File: config.mk
export PLATFORM = sky130hd
export DESIGN_NAME = sr_flop_bank
export DESIGN_NICKNAME = d
export VERILOG_FILES = /design/src/rtl/sr_flop_bank.sv
export SDC_FILE = /design/constraint.sdc
export NUM_CORES = 1
export LEC_CHECK = 0
export CAP_MARGIN = 20
export CORE_MARGIN = 1.5
export CORE_UTILIZATION = 54
export DETAILED_ROUTE_END_ITERATION = 8
export HOLD_SLACK_MARGIN = 0.03
export PLACE_DENSITY = 0.84
export REMOVE_ABC_BUFFERS = 1
export SYNTH_ARGS = -nofsm -noshare
export SYNTH_HDL_FRONTEND = slang
export SYNTH_SLANG_ARGS = --single-unit
File: constraint.sdc
create_clock -name clock -period 3 [get_ports clock]
set_clock_uncertainty 0.05 [all_clocks]
set_input_delay 0.6 -clock clock [delete_from_list [all_inputs] [get_ports clock]]
set_output_delay 0.6 -clock clock [all_outputs]
set_load 0.02 [all_outputs]
File: src/rtl/sr_flop_bank.sv
`default_nettype none
// +--------------------------------------------------------------------------+
// | sr_flop_bank : bank of debounced, clocked SR bits with conflict policy   |
// | Optional macro SR_CONFLICT_FLAG_EN adds sticky per-channel S=R=1 flags.  |
// | Rev 1.0                                                                  |
// +--------------------------------------------------------------------------+
module sr_flop_bank #(
  parameter int CHANNELS      = 4,
  parameter int FILTER_CYCLES = 2,
  parameter int CONFLICT_MODE = 0,
  parameter bit INIT_VALUE    = 1'b0
) (
  input  logic                clock,
  input  logic                resetN,
  input  logic [CHANNELS-1:0] S,
  input  logic [CHANNELS-1:0] R,
  output logic [CHANNELS-1:0] Q,
  output logic [CHANNELS-1:0] Qbar,
  output logic [CHANNELS-1:0] changed
`ifdef SR_CONFLICT_FLAG_EN
  ,
  output logic [CHANNELS-1:0] conflict,
  input  logic                clrConflict
`endif
);

  localparam int                 c_CNT_W  = $clog2(FILTER_CYCLES + 1);
  localparam logic [c_CNT_W-1:0] c_FILTER = c_CNT_W'(FILTER_CYCLES);
  localparam logic [c_CNT_W-1:0] c_ONE    = c_CNT_W'(1);

  logic [CHANNELS-1:0] r_q;
  logic [CHANNELS-1:0] r_changed;
  logic [CHANNELS-1:0] w_q_next;
`ifdef SR_CONFLICT_FLAG_EN
  logic [CHANNELS-1:0] w_fire_11;
  logic [CHANNELS-1:0] r_conflict;
`endif

  for (genvar i = 0; i < CHANNELS; i++) begin : g_ch
    logic [1:0]         w_cmd;
    logic [1:0]         r_prev;
    logic [c_CNT_W-1:0] r_cnt;
    logic [c_CNT_W-1:0] w_cnt_inc;
    logic [c_CNT_W-1:0] w_cnt_next;
    logic               w_fire;
    logic               w_q_nx;

    assign w_cmd     = {S[i], R[i]};
    assign w_cnt_inc = r_cnt + c_ONE;

    // A run of identical nonzero commands fires once, on its FILTER_CYCLES-th cycle.
    always_comb begin
      w_cnt_next = r_cnt;
      w_fire     = 1'b0;
      if (w_cmd == 2'b00) begin
        w_cnt_next = '0;
      end else if (w_cmd != r_prev) begin
        w_cnt_next = c_ONE;
        w_fire     = (c_FILTER == c_ONE);
      end else if (r_cnt < c_FILTER) begin
        w_cnt_next = w_cnt_inc;
        w_fire     = (w_cnt_inc == c_FILTER);
      end
    end

    always_comb begin
      w_q_nx = r_q[i];
      if (w_fire) begin
        case (w_cmd)
          2'b10: w_q_nx = 1'b1;
          2'b01: w_q_nx = 1'b0;
          2'b11: begin
            case (CONFLICT_MODE)
              1:       w_q_nx = 1'b1;
              2:       w_q_nx = 1'b0;
              3:       w_q_nx = ~r_q[i];
              default: w_q_nx = r_q[i];
            endcase
          end
          default: w_q_nx = r_q[i];
        endcase
      end
    end

    assign w_q_next[i] = w_q_nx;
`ifdef SR_CONFLICT_FLAG_EN
    assign w_fire_11[i] = w_fire & (w_cmd == 2'b11);
`endif

    always_ff @(posedge clock or negedge resetN) begin
      if (!resetN) begin
        r_prev <= 2'b00;
        r_cnt  <= '0;
      end else begin
        r_prev <= w_cmd;
        r_cnt  <= w_cnt_next;
      end
    end
  end

  always_ff @(posedge clock or negedge resetN) begin
    if (!resetN) begin
      r_q       <= {CHANNELS{INIT_VALUE}};
      r_changed <= '0;
    end else begin
      r_q       <= w_q_next;
      r_changed <= w_q_next ^ r_q;
    end
  end

`ifdef SR_CONFLICT_FLAG_EN
  // A new conflict on the clearing edge survives the clear.
  always_ff @(posedge clock or negedge resetN) begin
    if (!resetN) begin
      r_conflict <= '0;
    end else begin
      r_conflict <= (r_conflict & ~{CHANNELS{clrConflict}}) | w_fire_11;
    end
  end

  assign conflict = r_conflict;
`endif

  assign Q       = r_q;
  assign Qbar    = ~r_q;
  assign changed = r_changed;

endmodule
`default_nettype wire

==> results by group, run 1 <==
Status
  • Outcome: complete, no violations

Finish
  • Antenna Diode Count: 0
  • Fraction of the core area covered by cells at the end of the flow: a little over 70%
  • Final net count: 145
  • Fraction of final layout cells with drive strength greater than 1: 6.61%
  • # fillers: 142
  • Footprint of the multi-input gates: 495 um2
  • Synth-to-Final Area Change: 23.7%
  • Combined flip-flop and latch cell area: 601 um2
  • Final Instance Area: between 1000 and 1500 um2
  • Final standard cell count with taps included and fillers excluded: 148

Yosys
  • Post-synthesis async set-or-reset flop share: 100%
  • Yosys top cell by area: dfrtp_1
  • Portion of synthesized cell area occupied by the leading cell type: 51.9%
  • Most instantiated flip-flop cell in the synthesis netlist: dfrtp_1
  • Synth Cell Area: 1160 um2
  • FF+latch count, synth: 24
  • Unique masters post-synth: 12
  • Most common cell in the netlist: dfrtp_1
  • Top cell types by occurrence after synthesis: 24 x dfrtp_1, 16 x inv_1, 12 x ha_1, 12 x xor2_1
  • Portion of the post-synthesis area used by sequential elements: 51.9%
  • Synth area leaders: dfrtp_1 52%, ha_1 13%, xor2_1 9.1%
  • Post-synthesis cell count: 96
  • Synth Area per Inst: 12.0 um2
  • Warnings from Yosys: 0
  • Post-synth EDFFs: 0

Worst hold path
  • Worst Min Path Start: Q[0]
  • End point of the most critical hold path: Q[0]
  • Hold depth: 1
  • Worst Hold Class: register to register

Die
  • Row Count: 16
  • Starting utilization of the core area: 58.3%
  • Area of the die: 2430 um2
  • Height of the die: 49.3 um
  • Core region area: around 2000 um2
  • Number of I/O pins: 22
  • Die X-Extent: 49.3 um

Clock tree
  • Insertion delay of the later-clocked pin in the worst-skew pair: just under 0.3 ns
  • Root Driver: clkbuf_4
  • Count of buffers added by post-CTS timing repair for setup: 0
  • Count of H-tree levels built during CTS: 1
  • Post_cts resized: 0
  • Clk buf depth: 2
  • TritonCTS clock tree: done
  • Hold-fix buffers, CTS: 0
  • Clock-pin slew of the registers on the worst-case setup and hold paths: roughly 0.11 ns
  • Clock sink count: 24
  • Total clock buffers created by CTS: 3

Worst setup path
  • Worst setup path category: register to output port
  • Cell-by-cell trace of the critical path: inv_1 -> clkdlybuf4s50_1
  • Stage delay of the slowest cell on the critical path: 0.59 ns
  • Worst reg2reg endpoint: Q[3]
  • Sort of element at the end of the critical path: output port
  • Endpoint required time on the critical path: 2.35 ns
  • Startpoint of the worst-slack reg-to-reg timing path: g_ch[3].r_prev[1]
  • Critical-path maximum fanout: 4
  • Critical path startpoint category: register
  • Flop-to-flop setup slack: between 1.5 and 2 ns
  • Path depth of the worst reg2reg path: 3
  • WP data arrival: 1.38 ns
  • Standard cell with the maximum stage delay on the critical path: clkdlybuf4s50_1

Detailed routing
  • Total vias in the final route: around 720
  • Final routed wirelength across all metal layers: 1.56 mm
  • Final antenna-violating net count: 0
  • Number of DRC markers after the initial detailed-route iteration: 4
  • Average wire per cell in the routed design: 10.5 um
  • Number of iterations in the first detailed-routing pass: 4
  • Drt drc: 0
  • Routed via count divided by cell count: 4.88

Global routing
  • Via count of the first global-routing pass: between 700 and 800
  • Final global-route overflow total: 0
  • Pin count of the biggest net entering global routing: 25
  • First-pass GRT wire length: 2.88 mm
  • Overall routing resource usage: 15.3%
  • Number of antenna violations at the first check in global routing: 0

Placed design
  • Placed cell count: 145
  • Sum of net half-perimeters after detailed placement: 1.26 mm
  • Final RePlAce weighted congestion: 0.689
  • IO buf count: 21
  • Post-place setup slack: between 0.6 and 0.7 ns
  • Area after detailed placement: between 1000 and 1500 um2

Timing
  • Max_slew headroom: between 70% and 80%
  • Final count of negative-setup-slack endpoints: 0
  • Post-Route Hold Slack: 0.522 ns
  • Transition at the pin with the smallest max-transition slack: 0.408 ns
  • Post-Route Setup TNS: 0 ns
  • Crit share post-route: around 68%
  • Final max-slew violation count: 0
  • Min Clock Period, post-route: 2.03 ns
  • RSZ-0062 raised after global routing: no
  • Slack of the critical path: 0.968 ns
  • Number of hold violations in the final report: 0
  • Timing-limited maximum frequency: between 400 and 500 MHz

Power and ir drop
  • Leakage power: 0.672 nW
  • Power Dens Cells: 547 nW/um2
  • Peak supply drop: 0.360 mV
  • Total chip power: between 0.7 and 0.8 mW

Flow run
  • Max-capacitance violation count: 0
-- state kept, by name, summed over array words and instances, names as in the netlist --
signal	flops
g_ch.r_prev	8
Q	4
changed	4
g_ch.r_cnt	8
-- worst max-delay path, delay by kind of cell, from the launching register on --
kind     cells  cell delay, ns
flops        1            0.44
buf+inv      2            0.65
-- worst max-delay path by stage --
stage                     startpoint  endpoint  cells after the start
final                           Q[1]   Qbar[1]                      2
after global routing            Q[1]   Qbar[1]                      2
after detailed placement        S[3]      Q[3]                      5
after floorplan                 R[0]      Q[0]                      4
after CTS                       Q[1]   Qbar[1]                      2
after global placement          R[3]      Q[3]                      5
-- power by group --
group,internal [mW],switching [mW]
clock network,0.0467,0.0816
logic,0.131,0.129
registers,0.362,0.0321
-- placed cells by master, fill, tap and decap left out, drive strengths merged --
cell type,synthesis,layout
xnor2,4,4
dfrtp,24,24
nor4,4,4
mux2,4,4
nor3,4,4
nand2,4,4
inv,16,16
and2,4,4
buf,0,1
xor2,12,12
a2111oi,4,4
ha,12,12
nor2,4,4
clkdlybuf4s50,0,21
clkbuf,0,3
-- per-layer routing --
layer | wire, um | global-route usage, % | vias up
met4 | 15 | 5.71 | 0
met1 | 665 | 15.9 | 342
met2 | 812 | 28.8 | 12
met5 | 0 | 0 | -
met3 | 66 | 4.29 | 2
li1 | - | - | 366
-- layout make-up --
type | count | share of cell area, %
inverters | 16 | 4.20
clock buffers | 3 | 1.57
multi-input cells | 56 | 34.6
flip-flops and latches | 24 | 42.0
well taps | 27 | 2.36
repair buffers | 22 | 15.2
-- kinds of logic after synthesis --
group | count (synthesis) | synth area share [%]
fa+ha+maj | 12 | 13.0
mux | 4 | 3.90
simple gates | 20 | 10.8
compound gates | 4 | 3.03
xor+xnor | 16 | 12.1
buf+inv | 16 | 5.20
flops | 24 | 51.9
(Power assumes the default switching activity.)
==> inputs of run 2 (changes only) <==
Settings changed: CORE_UTILIZATION 54 to 45, PLACE_DENSITY 0.84 to 0.75.
Clock period 3 ns to 1.81 ns, I/O delays scaled along.
==> run 2 against run 1 <==
  * Utilization down 5.6 points
  * Non-clock buffer count up 22
  * Clock power rose to 3.0 times the previous value
  * Via count up 11%
  * First-iteration DRC count up 25%
  * Critical path type is now primary input to register
  * Cell count up 18%
  * Register-to-register slack worse by 1.2 ns
  * Global-route usage up 0.95 points
  * Sequential cell count unchanged
  * Count of clock-buffer cells in the layout unchanged
==> results by group, run 2 (synthesized netlist as in run 1, its figures left out) <==
Die
  • Row Count: 18
  • Height of the die: 53.7 um
  • Area of the die: about 2900 um2
  • Number of I/O pins: 22
  • Starting utilization of the core area: between 40% and 50%
  • Core region area: 2450 um2
  • Die X-Extent: approximately 54 um

Worst setup path
  • Cell-by-cell trace of the critical path: clkdlybuf4s50_1 -> inv_1 -> ha_1 -> nor4_2 -> mux2_1
  • Critical path startpoint category: primary input
  • WP data arrival: approximately 1.9 ns
  • Endpoint required time on the critical path: between 1.5 and 2 ns
  • Critical path launch point: R[0]
  • Stage delay of the slowest cell on the critical path: 0.48 ns
  • Sort of element at the end of the critical path: register
  • Worst setup path category: primary input to register
  • Critical-path maximum fanout: 2
  • Startpoint of the worst-slack reg-to-reg timing path: g_ch[0].r_cnt[1]
  • Standard cell with the maximum stage delay on the critical path: clkdlybuf4s50_1

Global routing
  • Via count of the first global-routing pass: 829
  • Pin count of the biggest net entering global routing: 25
  • Overall routing resource usage: 16.3%
  • Final global-route overflow total: 0
  • Number of antenna violations at the first check in global routing: 0
  • First-pass GRT wire length: 3.29 mm

Finish
  • Final standard cell count with taps included and fillers excluded: 174
  • Synth-to-Final Area Change: 41.3%
  • Antenna Diode Count: 0
  • # fillers: ~200
  • Leading cell type in the layout, fill and taps excluded: dfrtp_1
  • Highest-count cells in the layout ignoring fill and taps: 24 x dfrtp_1, 23 x buf_4, 16 x inv_1
  • Top flop regs: g_ch.r_cnt x8, g_ch.r_prev x8
  • Final net count: ~170
  • Fraction of final layout cells with drive strength greater than 1: 21.5%

Clock tree
  • Clock-pin slew of the registers on the worst-case setup and hold paths: 0.13 ns
  • Insertion delay of the later-clocked pin in the worst-skew pair: just over 0.3 ns
  • Count of H-tree levels built during CTS: 1
  • Total clock buffers created by CTS: 3
  • TritonCTS clock tree: done
  • Count of buffers added by post-CTS timing repair for setup: 0
  • Root Driver: clkbuf_4
  • Hold-fix buffers, CTS: 0
  • Clk buf depth: 2
  • Clock sink count: 24

Detailed routing
  • Average wire per cell in the routed design: 11.0 um
  • Total vias in the final route: approximately 800
  • Number of iterations in the first detailed-routing pass: 2
  • Routed via count divided by cell count: approximately 4.6
  • Number of DRC markers after the initial detailed-route iteration: 5
  • Final routed wirelength across all metal layers: 1.91 mm
  • Drt drc: 0
  • Final antenna-violating net count: 0

Power and ir drop
  • Power Dens Cells: 910 nW/um2
  • Leakage power: approximately 0.85 nW
  • Switch Pwr: about 0.44 mW
  • Peak supply drop: 0.864 mV
  • Total chip power: 1.49 mW
  • Sequential cell fraction of total power: 44.0%
  • Relative contribution of combinational cells to total power: 30.3%
  • Cell Int Power: between 1 and 1.5 mW
  • Switching Fraction: 29.3%
  • Clock network fraction of total power: 25.7%

Worst hold path
  • Worst Hold Class: primary input to asynchronous set/reset pin

Flow run
  • Max-capacitance violation count: 0

Timing
  • Transition at the pin with the smallest max-transition slack: 0.445 ns
  • Crit share post-route: 94.2%
  • Min Clock Period, post-route: approximately 1.7 ns
  • Max_slew headroom: 69.6%
  • Final max-slew violation count: 0
  • Timing-limited maximum frequency: 586 MHz
  • RSZ-0062 raised after global routing: no
  • Number of hold violations in the final report: 0
  • Final count of negative-setup-slack endpoints: 0

Placed design
  • Sum of net half-perimeters after detailed placement: between 1.5 and 2 mm
  • Final RePlAce weighted congestion: about 0.7
  • IO buf count: 21
  • Placed cell count: 170

Status
  • Outcome: complete, no violations
-- run 2: cell count changes in the layout (fill, tap and decap cells not counted) --
cell | before | now
dlygate4sd2_1 | 0 | 4
dlymetal6s2s_1 | 0 | 4
bufinv_16 | 0 | 1
clkdlybuf4s50_1 | 21 | 13
buf_4 | 1 | 23
-- run 2: path summary, 6_finish.rpt --
kind	to	slack (ns)	cells past startpoint
max	Q[0]	0.10	5
min reg2reg	Q[2]	0.52	1
max in group asynchronous	changed[3]	1.14	2
max reg2reg	Q[0]	0.35	5
min	changed[0]	0.33	2
min in group clock	g_ch[1].r_prev[1]	0.49	1
-- run 2: cell type report --
type	count	area (um2)	area share (%)
well taps	30	37.5	2.30
clock buffers	3	22.5	1.38
clock inverters	1	30.0	1.84
multi-input cells	56	495	30.3
repair buffers	44	388	23.7
flip-flops and latches	24	601	36.8
inverters	16	60.1	3.68
-- run 2: what timing repair did --
item | in CTS | in global routing
pin swaps | 0 | 0
gates resized for setup | 4 | 4
endpoints found under the setup margin | 4 | 4
-- run 2: per-stage QoR --
| stage | cell area [um2] | util (%) | hold WS, ns | TNS, ns | setup WS [ns] |
|---|---|---|---|---|---|
| 2_1_floorplan | 1160 | - | 0.0164 | 0 | 0.397 |
| 3_3_place_gp | 1580 | 64.2 | 0.487 | -0.546 | -0.168 |
| 3_5_place_dp | 1580 | 64.2 | 0.509 | -0.980 | -0.271 |
| 4_1_cts | 1620 | 66.2 | 0.332 | 0 | 0.0170 |
| 5_1_grt | 1630 | 66.6 | 0.350 | 0 | 0.0298 |
| 6_report | 1630 | 66.6 | 0.335 | 0 | 0.105 |
-- run 2: worst max-delay path, delay by kind of cell --
| kind | cells | cell delay [ns] |
|---|---|---|
| muxes | 1 | 0.36 |
| adders and majority gates | 1 | 0.22 |
| and+or+nand+nor | 1 | 0.38 |
| buffers and inverters | 2 | 0.54 |
-- run 2: power groups by stage --
stage | Sequential (mW) | Combinational [mW] | Clock [mW]
after floorplan | 0.702 | 0.196 | 0
after global placement | 0.660 | 0.470 | 0
after detailed placement | 0.670 | 0.484 | 0
after CTS | 0.658 | 0.464 | 0.396
after global routing | 0.665 | 0.499 | 0.412
final | 0.654 | 0.450 | 0.382
-- run 2: routing by layer --
metal	wire, um	up-vias	GRT usage, %	share of wire [%]
li1	-	409	-	-
met1	779	379	17.8	41
met2	1010	14	28.5	53
met3	109	2	7.50	5.7
met4	10	0	3.85	0.52
met5	0	-	0	0
